<file path="src/rtl/chk_stream_arb_if.sv">
// chk_stream_arb_if
//   Bundle between the stream arbiter, its character-stream requesters and
//   the shared format checker.
//   req_valid/req_char/req_ready : per-requester char handshake (char i at [8*i+7:8*i])
//   chk_char/chk_reset           : drive the shared checker
//   chk_format_type              : checker verdict
//   res_valid/res_id/res_type/res_abort : tagged one-cycle result pulse
//   busy                         : a message is in progress
//   modport slave  : arbiter side
//   modport master : requester / checker / result-consumer side
interface chk_stream_arb_if #(
    parameter int NREQ = 4,
    parameter int IDW  = 2
);
    logic [NREQ-1:0]   req_valid;
    logic [8*NREQ-1:0] req_char;
    logic [NREQ-1:0]   req_ready;
    logic [7:0]        chk_char;
    logic              chk_reset;
    logic [1:0]        chk_format_type;
    logic              res_valid;
    logic [IDW-1:0]    res_id;
    logic [1:0]        res_type;
    logic              res_abort;
    logic              busy;

    modport slave (
        input  req_valid, req_char, chk_format_type,
        output req_ready, chk_char, chk_reset,
        output res_valid, res_id, res_type, res_abort, busy
    );

    modport master (
        output req_valid, req_char, chk_format_type,
        input  req_ready, chk_char, chk_reset,
        input  res_valid, res_id, res_type, res_abort, busy
    );
endinterface

</file>
<file path="src/rtl/chk_stream_arb.sv">
// chk_stream_arb
//   Shares one format checker among NREQ character-stream producers. A
//   requester presenting '^' while idle wins the checker (round-robin) and
//   keeps it until '#', a stall, or MAXLEN chars. The checker verdict is
//   returned as a tagged one-cycle result.
//   clk   : system clock
//   reset : synchronous, active-high
//   bus   : chk_stream_arb_if.slave (requester handshake, checker drive, result)
//
//   state     | meaning
//   ----------+-----------------------------------------------------------
//   ST_IDLE   | no owner; drain non-'^' chars, arbitrate among '^' holders
//   ST_BUSY   | forwarding chars of the granted requester
//   ST_RESULT | cycle after '#': checker verdict is sampled
//   ST_ABORT  | stall or over-length: checker held in reset for one cycle
module chk_stream_arb #(
    parameter int NREQ   = 4,
    parameter int IDW    = 2,
    parameter int MAXLEN = 64
) (
    input  logic             clk,
    input  logic             reset,
    chk_stream_arb_if.slave  bus
);

    localparam int          LENW   = $clog2(MAXLEN + 1);
    localparam int unsigned NREQ_U = NREQ;
    localparam logic [7:0]  CH_SOM = 8'h5E;
    localparam logic [7:0]  CH_EOM = 8'h23;
    localparam logic [7:0]  CH_NUL = 8'h00;
    localparam logic [LENW-1:0] LEN_LAST = LENW'(MAXLEN - 1);

    typedef enum logic [1:0] {
        ST_IDLE   = 2'd0,
        ST_BUSY   = 2'd1,
        ST_RESULT = 2'd2,
        ST_ABORT  = 2'd3
    } state_t;

    state_t          state_q, state_d;
    logic [IDW-1:0]  rr_ptr_q, rr_ptr_d;
    logic [IDW-1:0]  grant_q, grant_d;
    logic [LENW-1:0] len_q, len_d;
    logic            res_valid_q, res_valid_d;
    logic [IDW-1:0]  res_id_q, res_id_d;
    logic [1:0]      res_type_q, res_type_d;
    logic            res_abort_q, res_abort_d;

    logic [NREQ-1:0] cand;
    logic [NREQ-1:0] ready;
    logic [7:0]      chk_char;
    logic            win_found;
    logic [IDW-1:0]  win_id;
    logic            gnt_valid;
    logic [7:0]      gnt_char;
    logic [LENW-1:0] len_inc;

    // (base + step) mod NREQ; both operands are below NREQ so one subtract suffices.
    function automatic logic [IDW-1:0] rr_idx(input logic [IDW-1:0] base,
                                              input int unsigned step);
        int unsigned s;
        s = {{(32-IDW){1'b0}}, base} + step;
        if (s >= NREQ_U) s = s - NREQ_U;
        return s[IDW-1:0];
    endfunction

    for (genvar gi = 0; gi < NREQ; gi++) begin : g_cand
        assign cand[gi] = bus.req_valid[gi] && (bus.req_char[8*gi +: 8] == CH_SOM);
    end

    always_comb begin
        win_found = 1'b0;
        win_id    = '0;
        for (int unsigned k = 0; k < NREQ_U; k++) begin
            if (!win_found && cand[rr_idx(rr_ptr_q, k)]) begin
                win_found = 1'b1;
                win_id    = rr_idx(rr_ptr_q, k);
            end
        end
    end

    assign gnt_valid = bus.req_valid[grant_q];
    assign gnt_char  = bus.req_char[{grant_q, 3'b000} +: 8];
    assign len_inc   = (len_q == '1) ? len_q : len_q + LENW'(1);

    always_comb begin
        state_d     = state_q;
        rr_ptr_d    = rr_ptr_q;
        grant_d     = grant_q;
        len_d       = len_q;
        res_valid_d = 1'b0;
        res_id_d    = res_id_q;
        res_type_d  = res_type_q;
        res_abort_d = res_abort_q;
        ready       = '0;
        chk_char    = CH_NUL;

        case (state_q)
            ST_IDLE: begin
                // Stray chars are consumed so a requester cannot wedge the
                // arbiter; losing '^' holders simply wait.
                ready = bus.req_valid & ~cand;
                if (win_found) begin
                    ready[win_id] = 1'b1;
                    chk_char      = CH_SOM;
                    grant_d       = win_id;
                    rr_ptr_d      = rr_idx(win_id, 1);
                    len_d         = LENW'(1);
                    state_d       = ST_BUSY;
                end
            end
            ST_BUSY: begin
                if (gnt_valid) begin
                    ready[grant_q] = 1'b1;
                    chk_char       = gnt_char;
                    len_d          = len_inc;
                    if (gnt_char == CH_EOM) begin
                        state_d = ST_RESULT;
                    end else if (len_q == LEN_LAST) begin
                        state_d = ST_ABORT;
                    end
                end else begin
                    state_d = ST_ABORT;
                end
            end
            ST_RESULT: begin
                res_valid_d = 1'b1;
                res_id_d    = grant_q;
                res_type_d  = bus.chk_format_type;
                res_abort_d = 1'b0;
                state_d     = ST_IDLE;
            end
            ST_ABORT: begin
                res_valid_d = 1'b1;
                res_id_d    = grant_q;
                res_type_d  = 2'd0;
                res_abort_d = 1'b1;
                state_d     = ST_IDLE;
            end
            default: state_d = ST_IDLE;
        endcase

        // Nothing is accepted or forwarded while reset is asserted.
        if (reset) begin
            ready    = '0;
            chk_char = CH_NUL;
        end
    end

    always_ff @(posedge clk) begin
        if (reset) begin
            state_q     <= ST_IDLE;
            rr_ptr_q    <= '0;
            grant_q     <= '0;
            len_q       <= '0;
            res_valid_q <= 1'b0;
            res_id_q    <= '0;
            res_type_q  <= 2'd0;
            res_abort_q <= 1'b0;
        end else begin
            state_q     <= state_d;
            rr_ptr_q    <= rr_ptr_d;
            grant_q     <= grant_d;
            len_q       <= len_d;
            res_valid_q <= res_valid_d;
            res_id_q    <= res_id_d;
            res_type_q  <= res_type_d;
            res_abort_q <= res_abort_d;
        end
    end

    assign bus.req_ready = ready;
    assign bus.chk_char  = chk_char;
    assign bus.chk_reset = reset | (state_q == ST_ABORT);
    assign bus.res_valid = res_valid_q;
    assign bus.res_id    = res_id_q;
    assign bus.res_type  = res_type_q;
    assign bus.res_abort = res_abort_q;
    assign bus.busy      = (state_q != ST_IDLE);

endmodule
</file>
<file path="src/flat_wrapper.sv">
// flat-port wrapper written by rule: the top's interface ports become plain ports
module chk_stream_arb_flat 
#(
    parameter int NREQ   = 4,
    parameter int IDW    = 2,
    parameter int MAXLEN = 64
)
  (clk, reset, bus_req_valid, bus_req_char, bus_chk_format_type, bus_req_ready, bus_chk_char, bus_chk_reset, bus_res_valid, bus_res_id, bus_res_type, bus_res_abort, bus_busy);
  chk_stream_arb_if #(.NREQ(NREQ), .IDW(IDW)) bus_i ();
  input  logic clk;
  input  logic reset;
  input wire logic [$bits(bus_i.req_valid)-1:0] bus_req_valid;
  input wire logic [$bits(bus_i.req_char)-1:0] bus_req_char;
  input wire logic [$bits(bus_i.chk_format_type)-1:0] bus_chk_format_type;
  output wire logic [$bits(bus_i.req_ready)-1:0] bus_req_ready;
  output wire logic [$bits(bus_i.chk_char)-1:0] bus_chk_char;
  output wire logic [$bits(bus_i.chk_reset)-1:0] bus_chk_reset;
  output wire logic [$bits(bus_i.res_valid)-1:0] bus_res_valid;
  output wire logic [$bits(bus_i.res_id)-1:0] bus_res_id;
  output wire logic [$bits(bus_i.res_type)-1:0] bus_res_type;
  output wire logic [$bits(bus_i.res_abort)-1:0] bus_res_abort;
  output wire logic [$bits(bus_i.busy)-1:0] bus_busy;
  assign bus_i.req_valid = bus_req_valid;
  assign bus_i.req_char = bus_req_char;
  assign bus_i.chk_format_type = bus_chk_format_type;
  assign bus_req_ready = bus_i.req_ready;
  assign bus_chk_char = bus_i.chk_char;
  assign bus_chk_reset = bus_i.chk_reset;
  assign bus_res_valid = bus_i.res_valid;
  assign bus_res_id = bus_i.res_id;
  assign bus_res_type = bus_i.res_type;
  assign bus_res_abort = bus_i.res_abort;
  assign bus_busy = bus_i.busy;
  chk_stream_arb #(.NREQ(NREQ), .IDW(IDW), .MAXLEN(MAXLEN)) u_core (.clk(clk), .reset(reset), .bus(bus_i));
endmodule
</file>
<file path="config.mk">
export PLATFORM = sky130hd
export DESIGN_NAME = chk_stream_arb_flat
export DESIGN_NICKNAME = d
export VERILOG_FILES = /design/src/rtl/chk_stream_arb_if.sv /design/src/rtl/chk_stream_arb.sv /design/src/flat_wrapper.sv
export SDC_FILE = /design/constraint.sdc
export NUM_CORES = 1
export LEC_CHECK = 0
export BUFFER_PORTS_ARGS = -buffer_cell sky130_fd_sc_hd__buf_2
export CORE_MARGIN = 4
export CORE_UTILIZATION = 49
export DETAILED_ROUTE_END_ITERATION = 8
export PLACE_DENSITY = 0.83
export SETUP_SLACK_MARGIN = 0.3
export SYNTH_ARGS = -nofsm -noshare
export SYNTH_HDL_FRONTEND = slang
export SYNTH_SLANG_ARGS = --single-unit
export TNS_END_PERCENT = 30
</file>
<file path="constraint.sdc">
create_clock -name clk -period 2.22 [get_ports clk]
set_input_delay 0.111 -clock clk [delete_from_list [all_inputs] [get_ports clk]]
set_output_delay 0.111 -clock clk [all_outputs]
set_load 0.05 [all_outputs]
</file>
======== After elaboration in Yosys (flattened, before gate mapping) ========
Cells that the tools add are included.
operators by class
  reductions and logical operators ........ 20
  equal/unequal tests ..................... 14
  shifts and indexed selects .............. 1
  mux-type cells .......................... 47
  bitwise gates (word level) .............. 4
  order comparisons ....................... 13
  add/subtract/negate cells ............... 10
operators by type and width
  kind                 number
  $eq 8x7->1 const B   4
  $shiftx 32x6->8      1
  $mux 7               4
  $mux 2               13
  $lt 2x3->1 const B   6
  $mux 8               2
  $pmux 8 s2           1
  $pmux 7 s2           1
  $ge 3x3->1 const B   4
  $mux 1               12
  $mux 4               3
  $bmux 1 s2           5
  $sub 2x1->2 const B  5
  $logic_and 1x1->1    9
  $eq 8x6->1 const B   1
  $pmux 4 s2           1
  $add 7x1->7 const B  1
  $eq 7x6->1 const B   1
  $eq 7x7->1 const B   1
  $add 2x1->3 const B  2
  $add 2x2->3 const B  2
  $pmux 2 s3           1
  $reduce_bool 2->1    3
  $and 4x4->4          1
  other kinds (18)     25
storage, ports and cells
  flip-flop bits (word level) ............. 19
  output and inout bits ................... 20
  bits of input ports ..................... 40

======== Depth between registers and ports, before layout ========
  depth in word-level cells ............... 22
  depth in mapped cells ................... 8
  mapped depth without buffers ............ 8

======== Least setup slack after synthesis ========
OpenSTA, ideal clock, no wires.
  path type ............................... reg-to-output
  start point ............................. register u_core.rr_ptr_q[1]
  end point ............................... output port bus_req_ready[2]
  cell stages (with the launch flop) ...... 9
  data arrival time ....................... 2.251 ns
  slack ................................... -0.142 ns
  cells stage by stage .................... dfxtp_1 -> and2_1 -> and4_1 -> o31a_1 -> or2_2 -> inv_1 -> ha_1 -> nand2_1 -> a21oi_1
between the ends
  cells in the longest elaborated chain, start to end .. 22
ends and longest elaborated chain
  item                                                                  line                   text
  start: declaration                                                    chk_stream_arb.sv:41   logic [IDW-1:0] rr_ptr_q, rr_ptr_d;
  start signal: assignment                                              chk_stream_arb.sv:162  rr_ptr_q <= rr_ptr_d;
  parallel branches: the longest is 13 deep, another holds $add 2x1->3  --
  $mux 2 (*)                                                            chk_stream_arb.sv:75   if (!win_found && cand[rr_idx(rr_ptr_q, k)]) begin
  net u_core.win_id[1]                                                  chk_stream_arb.sv:53   logic [IDW-1:0] win_id;
  $lt 2x3->1 (not written as such) or $ge 2x1->1 (tied branches)        chk_stream_arb.sv:104  ready[win_id] = 1'b1;
  $logic_and 1x1->1 (not written as such)                               chk_stream_arb.sv:104
  $mux 1 (not written as such)                                          chk_stream_arb.sv:104
  $demux 1 s2 (*)                                                       --
  $or 4x4->4 (no source line) (*)                                       --
  $mux 4 (*)                                                            chk_stream_arb.sv:103  if (win_found) begin
  $pmux 4 s2 (*)                                                        chk_stream_arb.sv:98   case (state_q)
  $mux 4 (*)                                                            chk_stream_arb.sv:144  if (reset) begin
  end: declaration                                                      flat_wrapper.sv:15     output wire logic [$bits(bus_i.req_ready)-1:0] bus_req_ready;
Mark *: on every way through the listed nets, which the timed path passes. The select of a mux whose other input is x is not followed.

======== Final worst setup path ========
  start point ............................. register u_core.rr_ptr_q[1]
  end point ............................... output port bus_req_ready[1]
between the ends
  cells in the longest elaborated chain, start to end .. 22
ends and longest elaborated chain
  item                                                                  line
  parallel branches: the longest is 19 deep, another holds $add 2x1->3  --
  $mux 4 (*)                                                            chk_stream_arb.sv:103
  $pmux 4 s2 (*)                                                        chk_stream_arb.sv:98
  $mux 4 (*)                                                            chk_stream_arb.sv:144
Mark *: on every way between the ends. The select of a mux whose other input is x is not followed.

==> flow_summary.json <==
{
  "dr_total_vias": 1680,
  "num_io_pins": 60,
  "ir_drop_v": 0.0003183,
  "tightest_slew_ns": 0.3629,
  "rsz0062_at_grt": "true",
  "crit_fanout": 3,
  "outcome": "completed",
  "slowest_stage": "dfxtp_4",
  "ys.warnings.count": 0,
  "cap_viol_max_count": 0,
  "rows": 19,
  "dieArea_sq_um": 4040,
  "final_util_pct": 77.59,
  "leakage_nw": 0.9083,
  "antenna_left": 0,
  "async_flop_share_pct": 0,
  "drc": 0,
  "fin_worst_skew_ns": 0.009744,
  "nets": 288,
  "grt_max_degree": 21,
  "synth_edf_count": 0,
  "syn_inst": 171,
  "worst-path-buf-inv": 1,
  "grtUsageTotal_pct": 22.16,
  "drtPass1Iterations": 4,
  "fin_ws_ns": 0.01956,
  "crit_type": "reg -> out",
  "max_stage_delay_ns": 0.36,
  "dp.cells": 263,
  "via_per_inst": 6.154,
  "cts_max_level": 1,
  "die_h_microns": 63.56,
  "final-hold-violation-count": 0,
  "cp_data_arrival_time_ns": 2.09,
  "syn-cell-area_sq_um": 1513,
  "tritoncts": "yes",
  "ys_ff_latch": 19,
  "final_max_slew_viol_count": 0,
  "fp.coreArea_sq_um": 2853,
  "min_path_type": "in -> reg",
  "synth.distinct_cells": 46,
  "setup-violations-final": 0,
  "clk_path_buf_depth": 2,
  "fin_total_pwr_mw": 0.6782,
  "initial_core_util_pct": 53.03,
  "syn_nets": 216,
  "port_buffers": 59,
  "synth_ff_type": "dfxtp_1",
  "grt_pass1_vias": 1582,
  "max_clock_freq_ghz": 0.4545,
  "drt-initial-drc-count": 99,
  "maxSlewHeadroom_pct": 75.62,
  "period_minus_slack_ns": 2.200,
  "die_x_microns": 63.56,
  "finalSetupTns_ns": 0,
  "routabilityCongestion": 0.8130,
  "antenna_cells": 0,
  "insertion_delay_ns": 0.31,
  "ctsHoldBuffers": 0,
  "final_cell_mix": "buf_2, nor2_1, buf_4",
  "cts_root_buf": "clkbuf_4",
  "regToRegSetupSlack_ns": 0.22,
  "pre_cts_ws_ns": 0.09090,
  "startpoint_type": "flop",
  "routed_wl_mm": 4.963,
  "p_per_area_nw_per_um2": 306.4,
  "end_kind": "output port",
  "syn2layout_area_growth_pct": 46.32,
  "cts_made_buffers": 3,
  "grt_pass1_wl_mm": 7.286,
  "wl_per_cell_microns": 18.18,
  "drive_gt1_share_pct": 53.72,
  "synth_area_per_cell_sq_um": 8.846,
  "cts_sinks": 19,
  "antenna_found_initial": 0,
  "ys_seq_area_share_pct": 25.14,
  "fin_crit_sh_pct": 99.12,
  "path_cells": "and2_4 -> and4_1 -> o31a_1 -> or2_4 -> ha_4 -> a221oi_2 -> nor2_1 -> buf_6",
  "cp.required_ns": 2.11,
  "dp_hpwl_mm": 3.416,
  "grt-ovfl-total": 0,
  "fin_cells": 273,
  "critPathTopFamily": "simple AND/OR/NAND/NOR gates",
  "clk_pin_slew_worst_paths_ns": 0.12,
  "final_common_cell": "buf_2"
}
==> worst min-delay path, cell delays in order <==
cell,delay (ns)
buf_2,0.08
a21oi_1,0.05
nor2_1,0.07
==> metal layers <==
layer | global-route usage (%) | up-vias | share of wire, %
met5 | 0 | - | 0
met4 | 7.278 | 0 | 3.0
met1 | 27.70 | 803 | 40
met3 | 3.730 | 17 | 7.2
met2 | 38.33 | 77 | 50
li1 | - | 783 | -
==> power breakdown <==
part	switching (mW)	internal (mW)
combinational	0.0859	0.0704
sequential	0.000946	0.338
clock	0.116	0.0674
==> through the flow <==
stage	hold WS, ns	area (sq um)
floorplan	0.2504	1554
global placement	0.3420	1929
detailed placement	0.3689	1929
CTS	0.03440	2073
global route	0.03880	2213
finish	0.02840	2213
==> cell families after synthesis <==
kind of cell    after synthesis  synth area share, %
simple gates                 81                32.42
compound gates               33                14.97
flops                        19                25.14
buf+inv                      15                4.218
mux                          14                16.79
fa+ha+maj                     5                4.136
xor+xnor                      4                2.316
==> path summary, 6_finish.rpt <==
kind                          start                      to  cells past startpoint
max reg2reg       u_core.grant_q[1]       u_core.state_q[0]                      6
min reg2reg    u_core.bus.res_abort    u_core.bus.res_abort                      2
max              u_core.rr_ptr_q[1]        bus_req_ready[1]                      8
min          bus_chk_format_type[0]  u_core.bus.res_type[0]                      3
==> synth_stat cells (2+ instances only) <==
cell type / count / share of area [%]
mux2i_1: 4 / 2.6
or2_2: 2 / 0.83
inv_1: 6 / 1.5
nand4_1: 3 / 1.2
a211oi_1: 2 / 0.99
nor3_1: 3 / 0.99
and3_1: 2 / 0.83
buf_2: 3 / 0.99
and4bb_2: 2 / 1.7
a31oi_1: 2 / 0.83
and4b_1: 3 / 2.0
a21oi_1: 17 / 5.6
nor4bb_1: 2 / 1.3
nand4b_1: 2 / 1.2
nand3_1: 5 / 1.7
or3b_1: 2 / 1.2
nor2_1: 24 / 6.0
nor2b_1: 6 / 2.5
dfxtp_1: 19 / 25
ha_1: 5 / 4.1
and2_1: 2 / 0.83
nand2b_1: 2 / 0.83
clkbuf_1: 3 / 0.74
mux4_2: 9 / 13
nor3b_1: 4 / 2.0
nand2_1: 12 / 3.0
o21ai_0: 3 / 0.99
xor2_1: 3 / 1.7
buf_1: 2 / 0.50
==> area by class of cell <==
type	count	area, sq um
Sequential cell	19	391.6
Fill cell	205	639.4
Inverter	6	25.02
Tap cell	31	38.79
Clock inverter	1	5.005
Clock buffer	3	22.52
Timing Repair Buffer	76	498.0
Multi-Input combinational cell	137	1232
==> flip-flops by register name (all words and copies together), names as in the netlist <==
register,cells
u_core.bus.res_valid,1
u_core.bus.res_type,2
u_core.bus.res_id,2
u_core.grant_q,2
u_core.len_q,7
u_core.rr_ptr_q,2
u_core.state_q,2
u_core.bus.res_abort,1
==> repair_timing <==
action / 4_1_cts / 5_1_grt
resized for setup: 25 / 37
pin swaps: 8 / 7
buffers inserted: 2 / 4
endpoints found under the setup margin: 14 / 14
(Power assumes the default switching activity.)
